File: config.mk
export PLATFORM = sky130hd
export DESIGN_NAME = qspi_arb
export DESIGN_NICKNAME = d
export VERILOG_FILES = /design/src/rtl/qspi_arb.sv
export SDC_FILE = /design/constraint.sdc
export NUM_CORES = 1
export LEC_CHECK = 0
export ABC_AREA = 1
export BUFFER_PORTS_ARGS = -buffer_cell sky130_fd_sc_hd__buf_2
export CAP_MARGIN = 20
export CORE_MARGIN = 1
export CORE_UTILIZATION = 30
export DETAILED_ROUTE_END_ITERATION = 10
export PLACE_DENSITY_LB_ADDON = 0.15
export SLEW_MARGIN = 20
export SYNTH_ARGS = -nofsm -noshare
export SYNTH_HDL_FRONTEND = slang
export SYNTH_SLANG_ARGS = --single-unit
File: constraint.sdc
create_clock -name clk -period 2.47 [get_ports clk]
set_input_delay 0.1235 -clock clk [delete_from_list [all_inputs] [get_ports clk]]
set_output_delay 0.1235 -clock clk [all_outputs]
set_load 0.05 [all_outputs]
File: src/rtl/qspi_arb.sv
// qspi_arb: round-robin line-transfer arbiter in front of the single QSPI
// controller. Three requesters share it: icache refill (i), dcache
// refill/write-back (d) and the future SD/DMA engine (x). The winner's tag,
// direction and rom/ram select are held for the whole line. Strobes are
// steered back only to the granted port. A watchdog frees the bus if the
// controller never signals completion.
module qspi_arb #(
    parameter int PA          = 22,
    parameter int LINE_LENGTH = 4,
    parameter int TMO         = 255
) (
    input  logic                              clk,
    input  logic                              reset,
    // icache refill port (read only)
    input  logic                              i_req,
    input  logic                              i_mem,
    input  logic [PA-1:$clog2(LINE_LENGTH)]   i_tag,
    output logic                              i_gnt,
    output logic                              i_wstrobe,
    // dcache refill / write-back port
    input  logic                              d_req,
    input  logic                              d_write,
    input  logic                              d_mem,
    input  logic [PA-1:$clog2(LINE_LENGTH)]   d_tag,
    input  logic [3:0]                        d_dwrite,
    output logic                              d_gnt,
    output logic                              d_wstrobe,
    output logic                              d_rstrobe,
    // reserved SD/DMA port
    input  logic                              x_req,
    input  logic                              x_write,
    input  logic                              x_mem,
    input  logic [PA-1:$clog2(LINE_LENGTH)]   x_tag,
    input  logic [3:0]                        x_dwrite,
    output logic                              x_gnt,
    output logic                              x_wstrobe,
    output logic                              x_rstrobe,
    // towards the QSPI controller
    output logic                              q_req,
    output logic                              q_i_d,
    output logic                              q_mem,
    output logic                              q_write,
    output logic [PA-1:$clog2(LINE_LENGTH)]   q_paddr,
    output logic [3:0]                        q_dwrite,
    input  logic                              q_wstrobe,
    input  logic                              q_rstrobe,
    input  logic                              q_done,
    // watchdog expiry pulse
    output logic                              err
);

    localparam int LB = $clog2(LINE_LENGTH);
    // At least 8 bits, wider only if the limit needs it.
    localparam int CW = (TMO > 255) ? $clog2(TMO + 1) : 8;
    // The counter reads 0 in the first busy cycle, so the limit is hit
    // when it shows TMO-1 (i.e. in the TMO-th busy cycle).
    localparam logic [CW-1:0] TMO_LAST = (TMO == 0) ? '0 : CW'(TMO - 1);

    localparam logic [1:0] ID_D = 2'd0;
    localparam logic [1:0] ID_I = 2'd1;
    localparam logic [1:0] ID_X = 2'd2;

    typedef enum logic {S_IDLE, S_BUSY} state_t;

    state_t              r_state;
    state_t              w_next;
    logic [1:0]          r_id;
    logic [1:0]          r_last;
    logic [PA-1:LB]      r_tag;
    logic                r_write;
    logic                r_mem;
    logic [CW-1:0]       r_cnt;

    logic                w_win_vld;
    logic [1:0]          w_win_id;
    logic [PA-1:LB]      w_win_tag;
    logic                w_win_write;
    logic                w_win_mem;
    logic                w_tmo;
    logic                w_end;

    assign w_tmo = (TMO != 0) && (r_state == S_BUSY) && (r_cnt == TMO_LAST);
    assign w_end = (r_state == S_BUSY) && (q_done || w_tmo);

    // Round-robin pick over the ring d -> i -> x -> d, starting after r_last.
    always_comb begin
        w_win_vld = d_req | i_req | x_req;
        w_win_id  = ID_D;
        case (r_last)
            ID_D: begin
                if (i_req)      w_win_id = ID_I;
                else if (x_req) w_win_id = ID_X;
                else            w_win_id = ID_D;
            end
            ID_I: begin
                if (x_req)      w_win_id = ID_X;
                else if (d_req) w_win_id = ID_D;
                else            w_win_id = ID_I;
            end
            default: begin
                if (d_req)      w_win_id = ID_D;
                else if (i_req) w_win_id = ID_I;
                else            w_win_id = ID_X;
            end
        endcase
    end

    // Select the winner's transfer attributes; the i port never writes.
    always_comb begin
        w_win_tag   = d_tag;
        w_win_write = d_write;
        w_win_mem   = d_mem;
        case (w_win_id)
            ID_I: begin
                w_win_tag   = i_tag;
                w_win_write = 1'b0;
                w_win_mem   = i_mem;
            end
            ID_X: begin
                w_win_tag   = x_tag;
                w_win_write = x_write;
                w_win_mem   = x_mem;
            end
            default: ;
        endcase
    end

    // State register.
    always_ff @(posedge clk) begin
        if (reset) r_state <= S_IDLE;
        else       r_state <= w_next;
    end

    // Next state: arbitrate only from IDLE, so the cycle after a completion
    // is always idle and the cache can drop a request it no longer needs.
    always_comb begin
        w_next = r_state;
        case (r_state)
            S_IDLE: if (w_win_vld) w_next = S_BUSY;
            S_BUSY: if (w_end)     w_next = S_IDLE;
            default: w_next = S_IDLE;
        endcase
    end

    // Transfer latches, last-granted pointer and watchdog counter.
    always_ff @(posedge clk) begin
        if (reset) begin
            r_id    <= ID_D;
            r_last  <= ID_X;
            r_tag   <= '0;
            r_write <= 1'b0;
            r_mem   <= 1'b0;
            r_cnt   <= '0;
        end else if (r_state == S_IDLE) begin
            if (w_win_vld) begin
                r_id    <= w_win_id;
                r_tag   <= w_win_tag;
                r_write <= w_win_write;
                r_mem   <= w_win_mem;
                r_cnt   <= '0;
            end
        end else begin
            r_cnt <= r_cnt + 1'b1;
            if (w_end) r_last <= r_id;
        end
    end

    // Outputs: everything quiet in IDLE; in BUSY drive the controller from
    // the latches and steer strobes / write data for the granted port only.
    always_comb begin
        i_gnt     = 1'b0;
        i_wstrobe = 1'b0;
        d_gnt     = 1'b0;
        d_wstrobe = 1'b0;
        d_rstrobe = 1'b0;
        x_gnt     = 1'b0;
        x_wstrobe = 1'b0;
        x_rstrobe = 1'b0;
        q_req     = 1'b0;
        q_i_d     = 1'b0;
        q_mem     = 1'b0;
        q_write   = 1'b0;
        q_paddr   = '0;
        q_dwrite  = 4'h0;
        err       = 1'b0;
        if (r_state == S_BUSY) begin
            q_req   = 1'b1;
            q_paddr = r_tag;
            q_write = r_write;
            q_mem   = r_mem & ~r_write;
            q_i_d   = (r_id == ID_I);
            err     = w_tmo & ~q_done;
            case (r_id)
                ID_D: begin
                    d_gnt     = 1'b1;
                    d_wstrobe = q_wstrobe;
                    d_rstrobe = q_rstrobe;
                    q_dwrite  = d_dwrite;
                end
                ID_I: begin
                    i_gnt     = 1'b1;
                    i_wstrobe = q_wstrobe;
                end
                ID_X: begin
                    x_gnt     = 1'b1;
                    x_wstrobe = q_wstrobe;
                    x_rstrobe = q_rstrobe;
                    q_dwrite  = x_dwrite;
                end
                default: ;
            endcase
        end
    end

endmodule
# Word level (Yosys, flattened, before mapping)
# Index checks and enable logic that the tools add are counted.
# op_classes
add_sub_neg	1
eq_ne	6
mux	39
bitwise_logic	7
reduce_logical	8
# ops
op	count
case mux 20 bit (2 select lines)	1
two-way mux 1 bit	24
two-way mux 20 bit	1
two-way mux 8 bit	2
two-way mux 2 bit	5
adder 8 x 1 -> 8 bit (second input constant)	1
equality test 8 bit (second input constant)	1
case mux 4 bit (2 select lines)	1
equality test 2 x 1 -> 1 bit (second input constant)	3
case mux 1 bit (2 select lines)	3
equality test 2 bit (second input constant)	2
logical NOT 2 bit	2
two-way mux 4 bit	1
case mux 2 bit (2 select lines)	1
AND reduction 2 bit	2
NOT 1 bit	3
AND 1 bit	2
logical AND 1 bit	2
OR 1 bit	2
nonzero test 2 bit	1
logical OR 1 bit	1
# word_totals
reg_bits	35
wordCells	68

# Depth between registers and ports, before layout
# Gate-level depths: netlist (run 1).
# logic_depth
ltp_word	6
mapped_depth	12
mapped_depth_nobuf	11

# Worst setup path after synthesis (run 1)
# No wires, ideal clock.
# synth_timing
path_kind	reg-to-output
start	register r_state
end	output port i_wstrobe
arrival_ns	2.346
path_slack_ns	0.001
path_stages_with_launch	3
path_cell_list	dfxtp_1 inv_2 nor4_1
# synth_via
elab_chain_len	1
# synth_lines
item	line	text
start: declaration	65	state_t r_state;
start signal: assignment	131	else r_state <= w_next;
two-way mux 1 bit	186	if (r_state == S_BUSY) begin
end: declaration	19	output logic i_wstrobe,
# Every way passes these cells.

# Worst setup path after layout (run 1)
# layout_timing
start	register r_last[1]
end	register r_tag[2] (netlist bit)
# layout_via
elab_chain_len	4
elab_cells_between_ends	6
# layout_lines
item	line	text
start: declaration	68	logic [1:0] r_last;
start signal: assignment	164	if (w_end) r_last <= r_id;
equality test 2 x 1 -> 1 bit / logical NOT 2 bit (equally long branches)	89	case (r_last)
case mux 2 bit (2 select lines) (*)	89	
via w_win_id[1]	75	logic [1:0] w_win_id;
equality test 2 bit / equality test 2 x 1 -> 1 bit (equally long branches)	113	case (w_win_id)
case mux 20 bit (2 select lines) (*)	113	
end signal: assignment	157	r_tag <= w_win_tag;
end: declaration	69	logic [PA-1:LB] r_tag;
# The timed path passes the listed nets; every way through them passes the cells marked *.
# A chain may end at the register's enable or synchronous reset.

==> flow_summary_export.csv, run 1 <==
group,metric,value,unit
outcome,status,"completed",
pwr,power-per-cell-area,573,nW/um^2
floorplan,die_area,8080,sq um
synth,ys_types,28,
global_routing,antenna_found_initial,0,
placement,hpwl,4470,um
layout,drive_gt1_share,35.2,%
floorplan,start_util,31.5,%
synth,synth_area_leaders,"dfxtp_1 30%, nand2_1 17%, nor2_1 9.2%, inv_1 6.3%, nand2_4 5.3%",
routing,viasPerCell,4.42,
synth,seq_area_frac_synth,30.2,%
sta,tns,0,ns
clock_tree,root_buffer,"clkbuf_8",
layout,n_antenna_cell,0,
setup_path,crit_type,"flip-flop to flip-flop",
global_routing,grtUsageTotal,16.1,%
sta,fin_skew,0.00969,ns
layout,utilization,41.2,%
setup_path,cpMaxStageDelayCell,"nor2_4",
synth,yosysTopAreaCell,"dfxtp_1",
setup_path,cp_max_fo,22,
sta,final.setup.worst_slack,0.481,ns
placement,pre_cts_slack,0.456,ns
floorplan,io_pins,118,
setup_path,arrival,2.22,ns
routing,routed-via-count,2518,
setup_path,path_common_cell,"nand3_1",
floorplan,chipHeight,89.9,um
global_routing,grt_max_degree,32,
synth,avgSynthCellArea,6.46,sq um
global_routing,globalRouteOverflowTotal,0,
synth,syn_area,2320,sq um
pwr,peakVddDrop,231,uV
routing,wl_met3,365,um
setup_path,crit_buf_inv,2,
job,drv_cap,0,
routing,drc,0,
floorplan,die_x,89.9,um
clock_tree,clk_pin_slew,0.08,ns
routing,top_layer_used,"met4",
floorplan,row_count,31,
synth,synth_nets,444,
synth,ys_ff_latch,35,
sta,drv_slew,0,
sta,rsz0062_at_grt,"false",
layout,syn_to_final_growth,31.0,%
setup_path,max_stage_delay,0.49,ns
placement,port_buffers,117,
clock_tree,postCtsHoldBufs,0,
routing,drt.antenna.violating_nets,0,
setup_path,worstSetupStartpointType,"flip-flop",
sta,timing.fmax,0.503,GHz
layout,final_nets,555,
clock_tree,cts_tree,"yes",
routing,wl_met1,3000,um
clock_tree,numCtsBuffers,5,
clock_tree,clk_latency,0.29,ns
clock_tree,cts_max_level,2,
pwr,p_leak,0.00180,uW
setup_path,path_cells,"inv_1, nand3_1, nand3_1, inv_1, ha_1, nor2_4, nand2_1, nand3_1, nor2_1, nor2_1",
placement,dp.cells,562,
min_path,hold_start,"reset",
routing,wl_per_cell,10.8,um
setup_path,critPathRequiredTime,2.70,ns
layout,fin_cells,570,
global_routing,grt_pass1_wl,10800,um
clock_tree,cts_sinks,35,
setup_path,crit_path_end_kind,"flip-flop",
floorplan,coreArea,7370,sq um
clock_tree,clock_path_buffers,2,
synth,synthFlopType,"dfxtp_1",
routing,wl_met2,2740,um
sta,max-slew-margin-rel,58.3,%
synth,postSynthCellCount,359,
placement,gp_congestion,0.762,
setup_path,critPathLaunch,"r_last[1]$_SDFFE_PP1P_",
clock_tree,cts_setup_buffers,0,
sta,timing.final.crit_share,80.5,%
sta,period_minus_slack,1.99,ns
clock_tree,cts_resized,0,
synth,synth-async-reset-ratio,0,%
synth,synth_edf_count,0,
synth,ys_warn_count,0,
routing,wl,6160,um
routing,firstDrtPassIters,4,
setup_path,worstReg2RegStart,"r_last[1]$_SDFFE_PP1P_",
sta,hold_viol_final,0,
routing,drt_iter0_markers,67,
min_path,min_path_type,"input pin to flip-flop",
global_routing,grt_pass1_vias,2451,
sta,setup_violations,0,
setup_path,path_delay_family,"simple AND/OR/NAND/NOR gates",
sta,tightest_slew,0.625,ns
synth,yosysMostFrequentCell,"nand2_1",
synth,synth_common_cells,"104 x nand2_1, 57 x nor2_1, 39 x inv_1",
sta,whs,0.0481,ns
synth,synth.top_cell.area_share,30.2,%
power by group:
group	internal (uW)	switching (uW)
Combinational	185	382
Sequential	614	27.1
Clock	326	207
final timing paths:
| check | depth (start not counted) | end | slack (ns) |
|---|---|---|---|
| setup / recovery | 10 | r_tag[2]$_SDFFE_PP0P_ | 0.48 |
| hold / removal | 2 | r_cnt[5]$_SDFFE_PP0P_ | 0.05 |
| setup reg to reg | 10 | r_tag[2]$_SDFFE_PP0P_ | 0.48 |
| hold reg to reg | 2 | r_cnt[4]$_SDFFE_PP0P_ | 0.49 |
area by class of cell:
type	count	area [sq um]
Fill cell	821	4330
Multi-Input combinational cell	261	1310
Sequential cell	35	701
Timing Repair Buffer	121	616
Inverter	46	173
Tap cell	99	124
Clock buffer	6	82.6
Clock inverter	2	35.0
worst register-to-register path, stage by stage (launching register included):
cell and delay (ns):
dfxtp_1 0.33, inv_1 0.09, nand3_1 0.09, nand3_1 0.14, inv_1 0.06, ha_1 0.36
nor2_4 0.49, nand2_1 0.11, nand3_1 0.12, nor2_1 0.05, nor2_1 0.10
placed cells by master, fill, tap and decap left out, types with 2 or more instances in the layout:
master,instances
o22ai_1,3
o21ai_1,22
a21oi_1,4
nor2_2,3
ha_1,4
nand2_2,3
nor2_4,2
nand2_4,11
a22o_1,4
nor3_1,2
dfxtp_1,35
o21ai_0,3
nand3_1,22
buf_2,117
nor2_1,57
clkbuf_8,6
nand3_2,11
buf_4,4
inv_2,7
inv_1,39
or2_0,2
nand2_1,104
per-layer routing:
metal | vias up | track usage, %
li1 | 1327 | -
met1 | 1104 | 19.8
met2 | 83 | 27.2
met3 | 4 | 4.06
met4 | 0 | 5.65
met5 | - | 0
sequential cells by signal, summed over array words and instances, names as in the netlist:
signal   cells
r_cnt        8
r_tag       20
r_write      1
r_last       2
r_mem        1
r_id         2
r_state      1
through the flow:
| step | cell area [sq um] | total power [uW] |
|---|---|---|
| floorplan | 2320 | 1080 |
| detailed placement | 2920 | 1230 |
| global route | 3040 | 1860 |
| finish | 3040 | 1740 |
| CTS | 3040 | 1760 |
| global placement | 2920 | 1220 |
kinds of logic after synthesis:
family / synth area share [%]
adders and majority gates: 2.16
and+or+nand+nor: 45.3
AOI/OAI and AO/OA: 8.90
buffers and inverters: 13.4
DFF: 30.2
No activity file was read; power rests on OpenSTA's default activity.
==> run 2: changes to the inputs <==
Clock period 2.47 ns to 1.9 ns, I/O delays scaled along.
==> run 2 against run 1 <==
Compared with the run above:
- sequential cell count is the same
- clock skew is 0.0026 ns lower
- hold slack worse by 0.032 ns
- wire length grew 2.6%
- maximum frequency is 19% higher
- final cell count rose by 1.4%
- critical path depth is 1 higher
- utilization rose by 1.6 points
- clock power increased by 14%
- global-route usage about the same
- critical path type unchanged
- largest cell class unchanged
==> flow_summary_export.csv, run 2 (synthesis gave the netlist of run 1 again) <==
group,metric,value,unit
floorplan,die_area,8080,sq um
layout,largest_reg_flops,20,
routing,drt.antenna.violating_nets,0,
layout,final_common_cell,"buf_2",
sta,drv_slew,0,
routing,routed-via-count,2533,
clock_tree,root_buffer,"clkbuf_8",
setup_path,arrival,1.89,ns
pwr,p_leak,0.00184,uW
floorplan,coreArea,7370,sq um
job,drv_cap,0,
floorplan,die_x,89.9,um
pwr,pwr-share-clk,27.1,%
floorplan,row_count,31,
pwr,power.switching,818,uW
setup_path,worstSetupStartpointType,"flip-flop",
global_routing,antenna_found_initial,0,
pwr,pwr-share-comb,35.4,%
placement,pre_cts_slack,0.0714,ns
setup_path,reg2reg_to,"r_tag[2]$_SDFFE_PP0P_",
routing,drt_iter0_markers,71,
routing,wl_per_cell,10.9,um
min_path,min_path_type,"input pin to flip-flop",
sta,tightest_slew,0.417,ns
setup_path,r2r_cells,11,
floorplan,start_util,31.5,%
clock_tree,cts_tree,"yes",
global_routing,grt_max_degree,23,
pwr,power-per-cell-area,708,nW/um^2
pwr,swShare,36.6,%
clock_tree,clk_latency,0.28,ns
routing,drc,0,
floorplan,chipHeight,89.9,um
setup_path,ff2ff_setup_slack,0.22,ns
clock_tree,cts_sinks,35,
routing,wl,6320,um
global_routing,globalRouteOverflowTotal,0,
setup_path,critPathRequiredTime,2.12,ns
sta,setup_violations,0,
global_routing,grt_pass1_wl,10700,um
setup_path,cp_max_fo,14,
pwr,peakVddDrop,275,uV
sta,timing.final.crit_share,88.2,%
placement,postPlaceCellArea,3030,sq um
sta,max-slew-margin-rel,72.2,%
global_routing,grtUsageTotal,16.1,%
clock_tree,postCtsHoldBufs,0,
floorplan,io_pins,118,
layout,top_register,"r_tag",
layout,n_antenna_cell,0,
clock_tree,clk_pin_slew,0.08,ns
sta,final.setup.worst_slack,0.224,ns
layout,final_cell_mix,"117 x buf_2, 104 x nand2_1, 57 x nor2_1",
sta,timing.fmax,0.597,GHz
layout,post-route-cell-area,3150,sq um
clock_tree,numCtsBuffers,5,
sta,period_minus_slack,1.68,ns
layout,final_nets,563,
global_routing,grt_pass1_vias,2418,
clock_tree,cts_max_level,2,
pwr,power.share.sequential,37.5,%
setup_path,endpoint,"r_tag[2]$_SDFFE_PP0P_",
setup_path,crit_type,"flip-flop to flip-flop",
layout,fin_cells,578,
sta,fin_skew,0.00708,ns
placement,dp.cells,570,
placement,port_buffers,117,
layout,reg_top3,"r_tag x20, r_cnt x8",
sta,tns,0,ns
outcome,status,"completed",
pwr,intPower,1410,uW
sta,rsz0062_at_grt,"false",
layout,drive_gt1_share,37.2,%
layout,syn_to_final_growth,35.9,%
routing,firstDrtPassIters,5,
setup_path,worstReg2RegStart,"r_last[1]$_SDFFE_PP1P_",
placement,hpwl,4870,um
setup_path,crit_path_end_kind,"flip-flop",
sta,hold_viol_final,0,
sta,whs,0.0156,ns
routing,viasPerCell,4.38,
placement,gp_congestion,0.740,
setup_path,critPathLaunch,"r_last[1]$_SDFFE_PP1P_",
clock_tree,clock_path_buffers,2,
==> run 2: cell types whose count changed in the layout (fill, tap and decap cells not counted), sizes merged <==
| cell | previous run | this run |
|---|---|---|
| clkbuf | 6 | 7 |
| clkinvlp | 0 | 1 |
| bufinv | 1 | 0 |
| clkinv | 1 | 0 |
| buf | 121 | 129 |
==> run 2: worst min-delay path by stage <==
stage          start                     to  cells after the start  slack (ns)
2_1_floorplan  reset  r_cnt[1]$_SDFFE_PP0P_                      1        0.17
3_3_place_gp   reset  r_cnt[1]$_SDFFE_PP0P_                      2        0.32
3_5_place_dp   reset  r_cnt[5]$_SDFFE_PP0P_                      2        0.32
4_1_cts        reset  r_cnt[5]$_SDFFE_PP0P_                      2       0.009
5_1_grt        reset  r_cnt[5]$_SDFFE_PP0P_                      2        0.01
6_report       reset  r_cnt[1]$_SDFFE_PP0P_                      2        0.02
==> run 2: power by group through the flow <==
stage / logic (uW) / clock network [uW] / registers (uW)
floorplan: 560 / 0 / 850
global placement: 788 / 0 / 852
detailed placement: 789 / 0 / 854
CTS: 792 / 631 / 838
global route: 876 / 658 / 848
finish: 790 / 605 / 838
==> run 2: area by class of cell <==
| class | count | area, sq um |
|---|---|---|
| clock buffers | 7 | 96.3 |
| clock inverters | 1 | 7.51 |
| fillers | 829 | 4220 |
| inverters | 46 | 173 |
| multi-input cells | 261 | 1340 |
| flip-flops and latches | 35 | 702 |
| well taps | 99 | 124 |
| repair buffers | 129 | 713 |
==> run 2: timing repair <==
item                                    CTS  global route
resized for setup                         0             3
endpoints found under the setup margin    0            22
buffers inserted                          0             0
==> run 2: metal layers <==
metal	global-route usage, %	up-vias	wire (um)
li1	-	1346	-
met1	20.1	1090	2920
met2	27.7	90	2910
met3	3.55	7	410
met4	4.97	0	74
met5	0	-	0
==> run 2: per-stage QoR <==
step	total power (uW)	util [%]
5_1_grt	2380	42.8
3_3_place_gp	1640	41.2
6_report	2230	42.8
3_5_place_dp	1640	41.2
4_1_cts	2260	42.6
2_1_floorplan	1410	-
==> run 2: critical path, stage by stage (launching register included) <==
cell and delay [ns]:
dfxtp_2 0.34, inv_1 0.08, nand3_1 0.09, nand3_1 0.12, inv_1 0.09, ha_4 0.28
nor2_4 0.15, buf_12 0.18, nand2_1 0.06, nand3_1 0.08, nor2_1 0.04, nor2_1 0.10
